--- src/rtl/univ_shift_reg.sv ---
// -----------------------------------------------------------------------------
// univ_shift_reg
//
// WIDTH-bit universal register with clock enable. It can hold, parallel load,
// shift left/right (logical), rotate left/right, arithmetic shift right, and
// clear. A modulo-WIDTH counter tracks shift operations since the last
// load/clear/completed pass. A registered one-cycle pulse marks the edge that
// completes the WIDTH-th shift, so the block can act as a serializer or
// deserializer stage.
//
// Parameters:
//   WIDTH    register width, 2..32
//   CW       shift-counter width, derived from WIDTH
//
// Ports:
//   clk      rising-edge clock
//   reset    synchronous, active-high reset (wins over en)
//   en       clock enable; 0 holds q and cnt and drops pass
//   mode     operation select (see mode_e)
//   d        parallel load data
//   sin_lsb  serial bit entering q[0] on shift left
//   sin_msb  serial bit entering q[WIDTH-1] on logical shift right
//   q        register contents
//   sout_msb q[WIDTH-1]
//   sout_lsb q[0]
//   cnt      shift operations since last load/clear/pass, modulo WIDTH
//   pass     one-cycle pulse: WIDTH shift operations completed
// -----------------------------------------------------------------------------
module univ_shift_reg #(
  parameter  int WIDTH = 8,
  localparam int CW    = $clog2(WIDTH)
) (
  input  logic             clk,
  input  logic             reset,
  input  logic             en,
  input  logic [2:0]       mode,
  input  logic [WIDTH-1:0] d,
  input  logic             sin_lsb,
  input  logic             sin_msb,
  output logic [WIDTH-1:0] q,
  output logic             sout_msb,
  output logic             sout_lsb,
  output logic [CW-1:0]    cnt,
  output logic             pass
);

  typedef enum logic [2:0] {
    MODE_HOLD  = 3'b000,
    MODE_LOAD  = 3'b001,
    MODE_SHL   = 3'b010,
    MODE_SHR   = 3'b011,
    MODE_ROL   = 3'b100,
    MODE_ROR   = 3'b101,
    MODE_ASR   = 3'b110,
    MODE_CLEAR = 3'b111
  } mode_e;

  localparam logic [CW-1:0] CNT_LAST = CW'(WIDTH - 1);

  logic [WIDTH-1:0] q_q,    q_d;
  logic [CW-1:0]    cnt_q,  cnt_d;
  logic             pass_q, pass_d;
  logic             is_shift;

  // Next-state for the enabled case; en and reset are applied in the flop.
  always_comb begin
    // NOTE: every combinational output gets a default first, so no path
    // through the case leaves a signal unassigned and no latch is inferred.
    q_d      = q_q;
    cnt_d    = cnt_q;
    pass_d   = 1'b0;
    is_shift = 1'b0;

    case (mode_e'(mode))
      MODE_HOLD:  ;
      MODE_LOAD: begin
        q_d   = d;
        cnt_d = '0;
      end
      MODE_SHL: begin
        q_d      = {q_q[WIDTH-2:0], sin_lsb};
        is_shift = 1'b1;
      end
      MODE_SHR: begin
        q_d      = {sin_msb, q_q[WIDTH-1:1]};
        is_shift = 1'b1;
      end
      MODE_ROL: begin
        q_d      = {q_q[WIDTH-2:0], q_q[WIDTH-1]};
        is_shift = 1'b1;
      end
      MODE_ROR: begin
        q_d      = {q_q[0], q_q[WIDTH-1:1]};
        is_shift = 1'b1;
      end
      MODE_ASR: begin
        q_d      = {q_q[WIDTH-1], q_q[WIDTH-1:1]};
        is_shift = 1'b1;
      end
      MODE_CLEAR: begin
        q_d   = '0;
        cnt_d = '0;
      end
    endcase

    // Every shift op counts regardless of direction. Compare against
    // WIDTH-1 explicitly so non-power-of-two widths wrap correctly.
    if (is_shift) begin
      if (cnt_q == CNT_LAST) begin
        cnt_d  = '0;
        pass_d = 1'b1;
      end else begin
        cnt_d  = cnt_q + CW'(1);
      end
    end
  end

  // NOTE: sequential state uses non-blocking assignments so every flop
  // samples the pre-edge value of the others.
  always_ff @(posedge clk) begin
    if (reset) begin
      q_q    <= '0;
      cnt_q  <= '0;
      pass_q <= 1'b0;
    end else if (en) begin
      q_q    <= q_d;
      cnt_q  <= cnt_d;
      pass_q <= pass_d;
    end else begin
      // Disabled: state holds, but the pulse must still be only one cycle.
      pass_q <= 1'b0;
    end
  end

  assign q        = q_q;
  assign cnt      = cnt_q;
  assign pass     = pass_q;
  assign sout_msb = q_q[WIDTH-1];
  assign sout_lsb = q_q[0];

endmodule
--- config.mk ---
export PLATFORM = sky130hd
export DESIGN_NAME = univ_shift_reg
export DESIGN_NICKNAME = d
export VERILOG_FILES = /design/src/rtl/univ_shift_reg.sv
export SDC_FILE = /design/constraint.sdc
export NUM_CORES = 1
export LEC_CHECK = 0
export BUFFER_PORTS_ARGS = -buffer_cell sky130_fd_sc_hd__buf_4
export CELL_PAD_IN_SITES_DETAIL_PLACEMENT = 0
export CELL_PAD_IN_SITES_GLOBAL_PLACEMENT = 2
export CORE_MARGIN = 2
export CORE_UTILIZATION = 31
export DETAILED_ROUTE_END_ITERATION = 10
export PLACE_DENSITY = 0.86
export SLEW_MARGIN = 0
export SYNTH_ARGS = -nofsm -noshare
export SYNTH_HDL_FRONTEND = slang
export SYNTH_SLANG_ARGS = --single-unit
export TNS_END_PERCENT = 30
--- constraint.sdc ---
create_clock -name clk -period 2.5 [get_ports clk]
set_input_delay 0.375 -clock clk [delete_from_list [all_inputs] [get_ports clk]]
set_output_delay 0.375 -clock clk [all_outputs]
set_load 0.05 [all_outputs]
## Word-level counts from Yosys, hierarchy flattened

Cells that the tools add are included.

| word-level totals | value |
|---|---|
| register bits | 12 |
| latch bits | 0 |
| RAM bits | 0 |
| bits in read-only memories | 0 |
| input port bits | 16 |
| output and inout port bits | 14 |
| logic and storage cells | 31 |
| memories | 0 |

| operators by class | value |
|---|---|
| add/sub/neg operators | 1 |
| multipliers | 0 |
| div/mod/pow operators | 0 |
| magnitude comparators | 0 |
| eq/ne operators | 8 |
| shift operators | 0 |
| multiplexer cells | 6 |
| bitwise logic cells | 3 |
| reductions and logical operators | 9 |

Operators with widths:

| cell | count |
|---|---|
| case mux 8 bit (7 select lines) | 1 |
| equality test 3 bit (second input constant) | 5 |
| 2-to-1 mux 3 bit | 3 |
| nonzero test 7 bit | 1 |
| equality test 3 x 2 -> 1 bit (second input constant) | 2 |
| nonzero test 6 bit | 1 |
| OR reduction 5 bit | 1 |
| AND reduction 2 bit | 2 |
| adder 3 x 1 -> 3 bit (second input constant) | 1 |
| equality test 3 x 1 -> 1 bit (second input constant) | 1 |
| inverter 1 bit | 3 |
| AND reduction 3 bit | 1 |
| OR reduction 3 bit | 1 |
| 2-to-1 mux 1 bit | 2 |
| nonzero test 2 bit | 1 |
| OR reduction 2 bit | 1 |

## Logic depth before layout (Yosys ltp)

Gate-level depths: netlist (run 1).

| logic depth | value |
|---|---|
| depth after elaboration | 5 |
| mapped depth | 7 |
| depth with buffers taken out | 5 |

## Worst setup path after synthesis (run 1)

OpenSTA, ideal clock, no wires.

| timing path | value |
|---|---|
| path kind | input -> register |
| start point | input mode[1] |
| end point | register q_q[3] (netlist: q[3]) |
| library setup time | 0.096 ns |
| arrival | 1.533 ns |
| data required time | 2.404 ns |
| setup slack | 0.872 ns |
| cell stages on the path | 7 |
| path buffers | 2 |
| cells stage by stage | buf_6 > inv_1 > ha_1 > o41ai_4 > buf_6 > nand3b_1 > o41ai_2 |

| on the way | value |
|---|---|
| word-level cells in the longest chain between the ends | 3 |
| elaborated cells between the ends (all ways) | 10 |
| classes of those cells | 7 x eq/ne; 1 x mux; 2 x reduce/logical |

RTL lines:

| what | RTL line | text |
|---|---|---|
| from (decl) | 36 | `input logic [2:0] mode,` |
| equality test 3 bit, or another cell as far along | 74 | `case (mode_e'(mode))` |
| nonzero test 7 bit (no source line) | - |  |
| AND reduction 2 bit (no source line) | - |  |
| to (signal assigned) | 126 | `q_q <= q_d;` |
| to (decl) | 60 | `logic [WIDTH-1:0] q_q, q_d;` |

Several ways; a longest one is shown, not always the timed one.
A chain may end at the register's enable or synchronous reset.

## Worst setup path in the final report (run 1)

| timing path | value |
|---|---|
| start point | input mode[2] |
| end point | register q_q[0] (netlist: q[0]) |

Same word-level chain as after synthesis.

==> out/metrics.yaml, run 1 <==
finish:
  antennaDiodeCount: 0
  fin_cells: 155
  area_delta_synth_final_pct: 25.6
  stdcell_area_um2: 1170
  layout-drive-gt1-share_pct: 33.9
  fill_cells: 298
  fin_nets: 146
timing:
  hold_viol_final: 0
  min_period_over_period_pct: 57.6
  finalSetupViolCount: 0
  rsz0062_at_grt: "no"
  period_needed_ns: 1.44
  maxSlewViolCount: 0
  relSlewSlack_pct: 64.9
  fmax_mhz: 694
  setup_ws_ns: 1.06
  tns_ns: 0
  worst_pin_slew_ns: 0.526
  finalClockSkew_ns: 0.00431
routing:
  route.detailed.drc: 2
  wl_per_cell_um: 14.4
  viasPerCell: 5.48
  dr.pass1.iters: 7
  drt-initial-drc-count: 21
  postRouteAntennaNets: 0
  via_count: 850
  routed_wl_um: 2230
synth:
  synth_most_common_cell: "dfxtp_1"
  synth_area_leaders: "dfxtp_1 26%, ha_1 6.7%, mux2i_1 6.4%"
  yosysSeqAreaShare_pct: 25.7
  synth_area_um2: 935
  netlist_instances: 99
  synth_async_sr_flop_share_pct: 0
  ys_warn_count: 0
  avgSynthCellArea_um2: 9.44
  syn-num-nets: 120
  synth_top_area_share_pct: 25.7
  synthDistinctLibCells: 34
  synth_common_cells: "12 x dfxtp_1, 10 x nor2_1, 9 x nor2b_1"
  synth_seq_cells: 12
  synth_edf_count: 0
  yosys.area.top_type: "dfxtp_1"
  ys.flop_type: "dfxtp_1"
critical_path:
  worst_setup_path_start_kind: "input port"
  regToRegSetupSlack_ns: 1.31
  timing.critical_path.to_type: "flop"
  crit_path_max_fanout: 16
  crit_type: "input port to flop"
  reg2reg_depth: 3
  arrival_ns: 1.61
  cp.required_ns: 2.67
power_and_ir_drop:
  peakVddDrop_mv: 0.372
  total_leakage_power_nw: 0.524
  p_per_area_nw_per_um2: 449
  power_mw: 0.527
placed_design:
  dpl.hpwl_um: 1640
  dp_slack_ns: 0.778
  placed_area_um2: 1140
  dpl.cell_count: 151
  port-buffer-count: 29
  place_congestion: 0.837
floorplan:
  initial_core_util_pct: 33.3
  rows: 19
  die_x_um: 58.9
  io_pins: 30
  die_height_um: 58.9
  core-area_um2: 2810
  die_area_um2: 3470
global_route:
  grt_max_degree: 21
  grt_use_met1_pct: 19.3
  gr-total-overflow: 0
  grtUsageTotal_pct: 14.3
  antenna_found_initial: 0
  grt_pass1_vias: 796
  grt_pass1_wl_um: 3820
  use_met3_pct: 4.18
  gr-usage-met2_pct: 22.2
  top_usage_layer: "met2"
flow_run:
  maxCapViolCount: 0
clock_tree:
  cts_tree: "built"
  post_cts_resized: 0
  clockRootBuffer: "clkbuf_4"
  clk_pin_slew_worst_paths_ns: 0.08
  postCtsHoldBufs: 0
  clk_latency_ns: 0.27
  cts.sinks: 12
  h-tree-depth: 1
  cts_buffer_depth: 2
  cts_setup_buffers: 0
  cts-buffers-inserted: 3
worst_hold_path:
  hold_depth: 3
  hold_class: "input port to flop"
status:
  violations: "DRC"
  status: "complete, but fails checks"
## path summary, 6_finish.rpt
path / startpoint / endpoint
worst max-delay path: mode[2] / q[0]$_SDFFE_PP0P_
worst min-delay path: d[4] / q[4]$_SDFFE_PP0P_
worst min register to register: q[6]$_SDFFE_PP0P_ / q[6]$_SDFFE_PP0P_
worst max register to register: q[7]$_SDFFE_PP0P_ / q[0]$_SDFFE_PP0P_
## sequential cells by signal, summed over array words and instances, names as in the netlist
signal and flops:
q 8, pass 1, cnt 3
## kinds of logic (layout without fill, tap and decap cells)
| family | after synthesis | after routing | synth area share [%] |
|---|---|---|---|
| AND/OR/NAND/NOR | 34 | 34 | 22.9 |
| AO/OA/AOI/OAI | 27 | 27 | 27.4 |
| buffers and inverters | 13 | 38 | 8.16 |
| flip-flops | 12 | 12 | 25.7 |
| multiplexers | 6 | 6 | 6.43 |
| adder cells (fa/ha/maj) | 5 | 5 | 6.69 |
| XOR/XNOR | 2 | 2 | 2.68 |
## through the flow
stage               hold WS, ns  utilization (%)
global route              0.403             41.8
floorplan                 0.548                -
global placement          0.522             40.5
finish                    0.411             41.8
CTS                       0.411             41.8
detailed placement        0.537             40.5
## layer usage
layer / routed length (um) / vias up
met5: 0 / -
met4: 19 / 0
met1: 1020 / 405
li1: - / 423
met2: 1060 / 20
met3: 124 / 2
## area by class of cell
cell class | instances | area (um^2) | area share (%)
multi-input cells | 74 | 618 | 52.7
flip-flops and latches | 12 | 240 | 20.5
repair buffers | 30 | 225 | 19.2
well taps | 31 | 38.8 | 3.30
clock buffers | 4 | 36.3 | 3.09
inverters | 4 | 15.0 | 1.28
## report_power, final
group          internal (mW)  switching [mW]
Combinational         0.0638          0.0940
Clock                 0.0885          0.0703
Sequential             0.199          0.0110
Total                  0.352           0.175
## critical path, stage by stage
cell and delay (ns):
buf_4 0.15, inv_1 0.11, ha_1 0.50, a221oi_1 0.10, o41ai_1 0.37
## layout by cell type, fill, tap and decap left out, types with 2 or more instances in the layout
master     n
buf_4     30
dfxtp_1   12
nor2_1    10
nor2b_1    9
nand3b_1   8
a211oi_1   7
mux2i_1    6
ha_1       5
inv_1      4
o41ai_1    4
o41ai_2    3
a22oi_1    3
clkbuf_4   3
a22o_1     2
(Power assumes the default switching activity.)
==> run 2, diff against run 1 <==
- ABC_AREA: default -> 1
- CORE_UTILIZATION: 31 -> 24
- PLACE_DENSITY: 0.86 -> 0.79
- clock period: 2.5 -> 1.2 ns (I/O delays scaled with it)
==> out/metrics.yaml, run 2 <==
critical_path:
  crit_family: "flip-flops"
  worst_setup_path_start_kind: "flop"
  cp_slowest_stage_delay_ns: 0.43
  arrival_ns: 0.92
  timing.critical_path.to_type: "output port"
  crit_type: "flop to output port"
  crit_slowest_cell: "dfxtp_1"
  worstPathCellList: "buf_4"
  crit_path_max_fanout: 5
  critPathBufInv: 1
  cp.required_ns: 1.02
clock_tree:
  h-tree-depth: 1
  clk_pin_slew_worst_paths_ns: 0.06
  cts_buffer_depth: 2
  post_cts_resized: 0
  cts-buffers-inserted: 3
  cts.sinks: 12
  cts_tree: "built"
  postCtsHoldBufs: 0
  cts_setup_buffers: 0
  clockRootBuffer: "clkbuf_8"
  clk_latency_ns: 0.24
placed_design:
  place_congestion: 0.811
  placed_area_um2: 1310
  dpl.cell_count: 239
  dpl.hpwl_um: 2180
  port-buffer-count: 29
floorplan:
  die_area_um2: 4800
  die_x_um: 69.3
  die_height_um: 69.3
  initial_core_util_pct: 25.2
  rows: 23
  io_pins: 30
  core-area_um2: 4060
synth:
  yosysSeqAreaShare_pct: 23.5
  avgSynthCellArea_um2: 6.47
  synth_most_common_cell: "nand2_1"
  synth_seq_cells: 12
  synth_async_sr_flop_share_pct: 0
  synth_top_area_share_pct: 23.5
  synthDistinctLibCells: 26
  synth_common_cells: "50 x nand2_1, 19 x inv_1, 15 x nor2_1"
  yosys.area.top_type: "dfxtp_1"
  ys.flop_type: "dfxtp_1"
  synth_edf_count: 0
  synth_area_leaders: "dfxtp_1 24%, nand2_1 18%, inv_1 7.0%"
  synth_area_um2: 1020
  syn-num-nets: 179
  ys_warn_count: 0
  netlist_instances: 158
timing:
  relSlewSlack_pct: 80.5
  tns_ns: 0
  fin_hold_ws_ns: 0.0952
  rsz0062_at_grt: "no"
  finalSetupViolCount: 0
  min_period_over_period_pct: 91.5
  maxSlewViolCount: 0
  period_needed_ns: 1.10
  finalClockSkew_ns: 0.00378
  fmax_mhz: 911
  hold_viol_final: 0
  worst_pin_slew_ns: 0.291
routing:
  drt-initial-drc-count: 36
  viasPerCell: 4.35
  via_count: 1057
  dr.pass1.iters: 4
  postRouteAntennaNets: 0
  routed_wl_um: 2690
  wl_per_cell_um: 11.1
  route.detailed.drc: 0
global_route:
  grt_max_degree: 11
  grt_pass1_wl_um: 4800
  grtUsageTotal_pct: 12.1
  antenna_found_initial: 0
  gr-total-overflow: 0
  grt_pass1_vias: 1040
finish:
  fin_cells: 243
  fill_cells: 461
  multi_input_area_um2: 631
  seq_area_um2: 243
  area_delta_synth_final_pct: 33.9
  final_cell_mix: "50 x nand2_1, 37 x buf_4, 18 x inv_1, 14 x nor2_1, 14 x nand3_1"
  layout_commonest_cell: "nand2_1"
  largest_reg_flops: 8
  layout-drive-gt1-share_pct: 34.2
  stdcell_area_um2: 1370
  fin_nets: 215
  post-route-util_pct: 33.7
  antennaDiodeCount: 0
power_and_ir_drop:
  p_per_area_nw_per_um2: 1030
  total_leakage_power_nw: 0.744
  peakVddDrop_mv: 0.732
status:
  status: "complete, no violations"
flow_run:
  maxCapViolCount: 0
worst_hold_path:
  hold_class: "input port to flop"
## run 2: changes by cell type in the layout (fill, tap and decap cells not counted), moves of 4 or more
cell      before  now
nand3_2        0    5
a211oi_1       7    0
nor2_1        10   14
buf_4         30   37
o41ai_1        4    0
nand2_2        0    4
a21oi_1        0    8
inv_1          4   18
mux2i_1        6    0
nand3_1        1   14
nand2_1        0   50
nor2b_1        9    0
nand3b_1       8    0
## run 2: final timing paths
check	start	to	slack, ns	cells past startpoint
setup / recovery	q[7]$_SDFFE_PP0P_	sout_msb	0.10	1
setup reg to reg	cnt[0]$_SDFFE_PP0P_	cnt[0]$_SDFFE_PP0P_	0.12	5
hold / removal	reset	cnt[1]$_SDFFE_PP0P_	0.1	2
hold reg to reg	cnt[0]$_SDFFE_PP0P_	cnt[0]$_SDFFE_PP0P_	0.44	1
## run 2: cells by family (layout without fill, tap and decap cells)
kind of cell / count (synthesis) / count (layout) / synth area share (%)
AO/OA/AOI/OAI: 16 / 16 / 10.8
AND/OR/NAND/NOR: 95 / 95 / 44.6
flip-flops: 12 / 12 / 23.5
buffers and inverters: 30 / 65 / 15.1
adder cells (fa/ha/maj): 5 / 5 / 6.12
## run 2: report_power, final
group	switching (mW)	leakage (nW)	internal (mW)
registers	0.0358	0.0994	0.430
logic	0.316	0.616	0.177
clock network	0.167	0.0288	0.290
## run 2: area by class of cell
class	count	area share, %
clock buffer	4	4.02
inverter	24	7.31
multi-input combinational	116	46.1
sequential	12	17.7
tap	50	4.57
timing repair buffer	37	20.3
## run 2: metrics by stage
stage          total power, mW  setup slack, ns
2_1_floorplan            0.818         0.000840
6_report                  1.42            0.102
4_1_cts                   1.44           0.0936
5_1_grt                   1.51           0.0210
3_5_place_dp             0.973          -0.0683
3_3_place_gp             0.969          -0.0579
## run 2: metal layers
layer | vias up | track usage [%] | routed length [um]
met2 | 21 | 21.2 | 1320
met4 | 0 | 1.31 | 8
met5 | - | 0 | 0
met3 | 2 | 4.36 | 136
met1 | 467 | 14.7 | 1230
li1 | 567 | - | -
==> run 3, diff against run 2 <==
- CORE_UTILIZATION: 24 -> 28
- PLACE_DENSITY: 0.79 -> 0.87
- clock period: 1.2 -> 1.29 ns (I/O delays scaled with it)
==> out/metrics.yaml, run 3 (synthesis gave the netlist of run 2 again) <==
power_and_ir_drop:
  p_int_mw: 0.734
  p_per_area_nw_per_um2: 888
  peakVddDrop_mv: 0.535
  p_seq_share_pct: 36.2
  power_mw: 1.19
  combPwrFrac_pct: 38.1
  total_leakage_power_nw: 0.736
  clkPwrFrac_pct: 25.7
  swShare_pct: 38.4
  power_switching_mw: 0.458
clock_tree:
  cts_setup_buffers: 0
  cts-buffers-inserted: 3
  clk_latency_ns: 0.28
  cts_tree: "built"
  clockRootBuffer: "clkbuf_4"
  cts.sinks: 12
  postCtsHoldBufs: 0
  clk_pin_slew_worst_paths_ns: 0.08
  cts_buffer_depth: 2
  h-tree-depth: 1
  post_cts_resized: 0
worst_hold_path:
  hold_depth: 2
  hold_start: "reset"
  hold_class: "input port to flop"
finish:
  largest_reg_flops: 8
  final_cell_mix: "50 x nand2_1, 37 x buf_4, 19 x inv_1, 15 x nor2_1, 14 x nand3_1"
  fin_cells: 239
  layout-drive-gt1-share_pct: 33.2
  post-route-util_pct: 39.3
  stdcell_area_um2: 1340
  antennaDiodeCount: 0
  area_delta_synth_final_pct: 31.3
  fin_nets: 215
  layout_commonest_cell: "nand2_1"
timing:
  period_needed_ns: 1.16
  finalSetupViolCount: 0
  hold_viol_final: 0
  relSlewSlack_pct: 80.0
  min_period_over_period_pct: 90.2
  fin_hold_ws_ns: 0.0733
  finalClockSkew_ns: 0.00653
  maxSlewViolCount: 0
  worst_pin_slew_ns: 0.298
  tns_ns: 0
  rsz0062_at_grt: "no"
  fmax_mhz: 860
  setup_ws_ns: 0.127
routing:
  dr.pass1.iters: 4
  routed_wl_um: 2540
  wl_per_cell_um: 10.6
  drt-initial-drc-count: 24
  via_count: 1056
  postRouteAntennaNets: 0
  route.detailed.drc: 0
  viasPerCell: 4.42
critical_path:
  reg2reg_depth: 5
  crit_type: "flop to output port"
  worstPathCellList: "buf_4"
  crit_path_max_fanout: 5
  crit_family: "flip-flops"
  timing.critical_path.to_type: "output port"
  crit_start: "q[7]$_SDFFE_PP0P_"
  arrival_ns: 0.97
  crit_cells: 1
  critPathBufInv: 1
  cp.required_ns: 1.10
  cp_slowest_stage_delay_ns: 0.45
  crit_slowest_cell: "dfxtp_1"
  worst_setup_path_start_kind: "flop"
  r2r-start: "cnt[0]$_SDFFE_PP0P_"
floorplan:
  die_area_um2: 4150
  die_height_um: 64.4
  rows: 21
  core-area_um2: 3420
  io_pins: 30
  die_x_um: 64.4
  initial_core_util_pct: 29.9
global_route:
  grt_pass1_vias: 923
  grt_pass1_wl_um: 4080
  grt_max_degree: 11
  gr-total-overflow: 0
  grtUsageTotal_pct: 12.7
  antenna_found_initial: 0
placed_design:
  dpl.hpwl_um: 2000
  place_congestion: 0.775
  dpl.cell_count: 235
  placed_area_um2: 1310
  dp_slack_ns: -0.0430
  port-buffer-count: 29
status:
  status: "complete, no violations"
flow_run:
  maxCapViolCount: 0
-- run 3: metal layers --
| metal | vias up | wire [um] | GRT usage [%] |
|---|---|---|---|
| li1 | 571 | - | - |
| met1 | 460 | 1080 | 15.5 |
| met2 | 23 | 1300 | 22.7 |
| met3 | 2 | 142 | 3.47 |
| met4 | 0 | 18 | 1.60 |
| met5 | - | 0 | 0 |
-- run 3: final cells by class --
class | count | area [um^2]
fill | 396 | 2070
tap | 46 | 57.6
clock buffer | 4 | 36.3
inverter | 24 | 100
sequential | 12 | 243
multi-input combinational | 116 | 628
timing repair buffer | 37 | 278
-- run 3: power by group through the flow --
stage	Clock (mW)	Sequential [mW]	Combinational, mW
global placement	0	0.440	0.457
floorplan	0	0.528	0.230
finish	0.307	0.432	0.454
detailed placement	0	0.442	0.459
CTS	0.323	0.433	0.460
global route	0.336	0.437	0.500
-- run 3: path summary, 6_finish.rpt --
| path | endpoint | slack, ns |
|---|---|---|
| hold / removal | cnt[1]$_SDFFE_PP0P_ | 0.07 |
| setup reg to reg | cnt[0]$_SDFFE_PP0P_ | 0.21 |
| hold reg to reg | cnt[0]$_SDFFE_PP0P_ | 0.44 |
| setup / recovery | sout_msb | 0.13 |
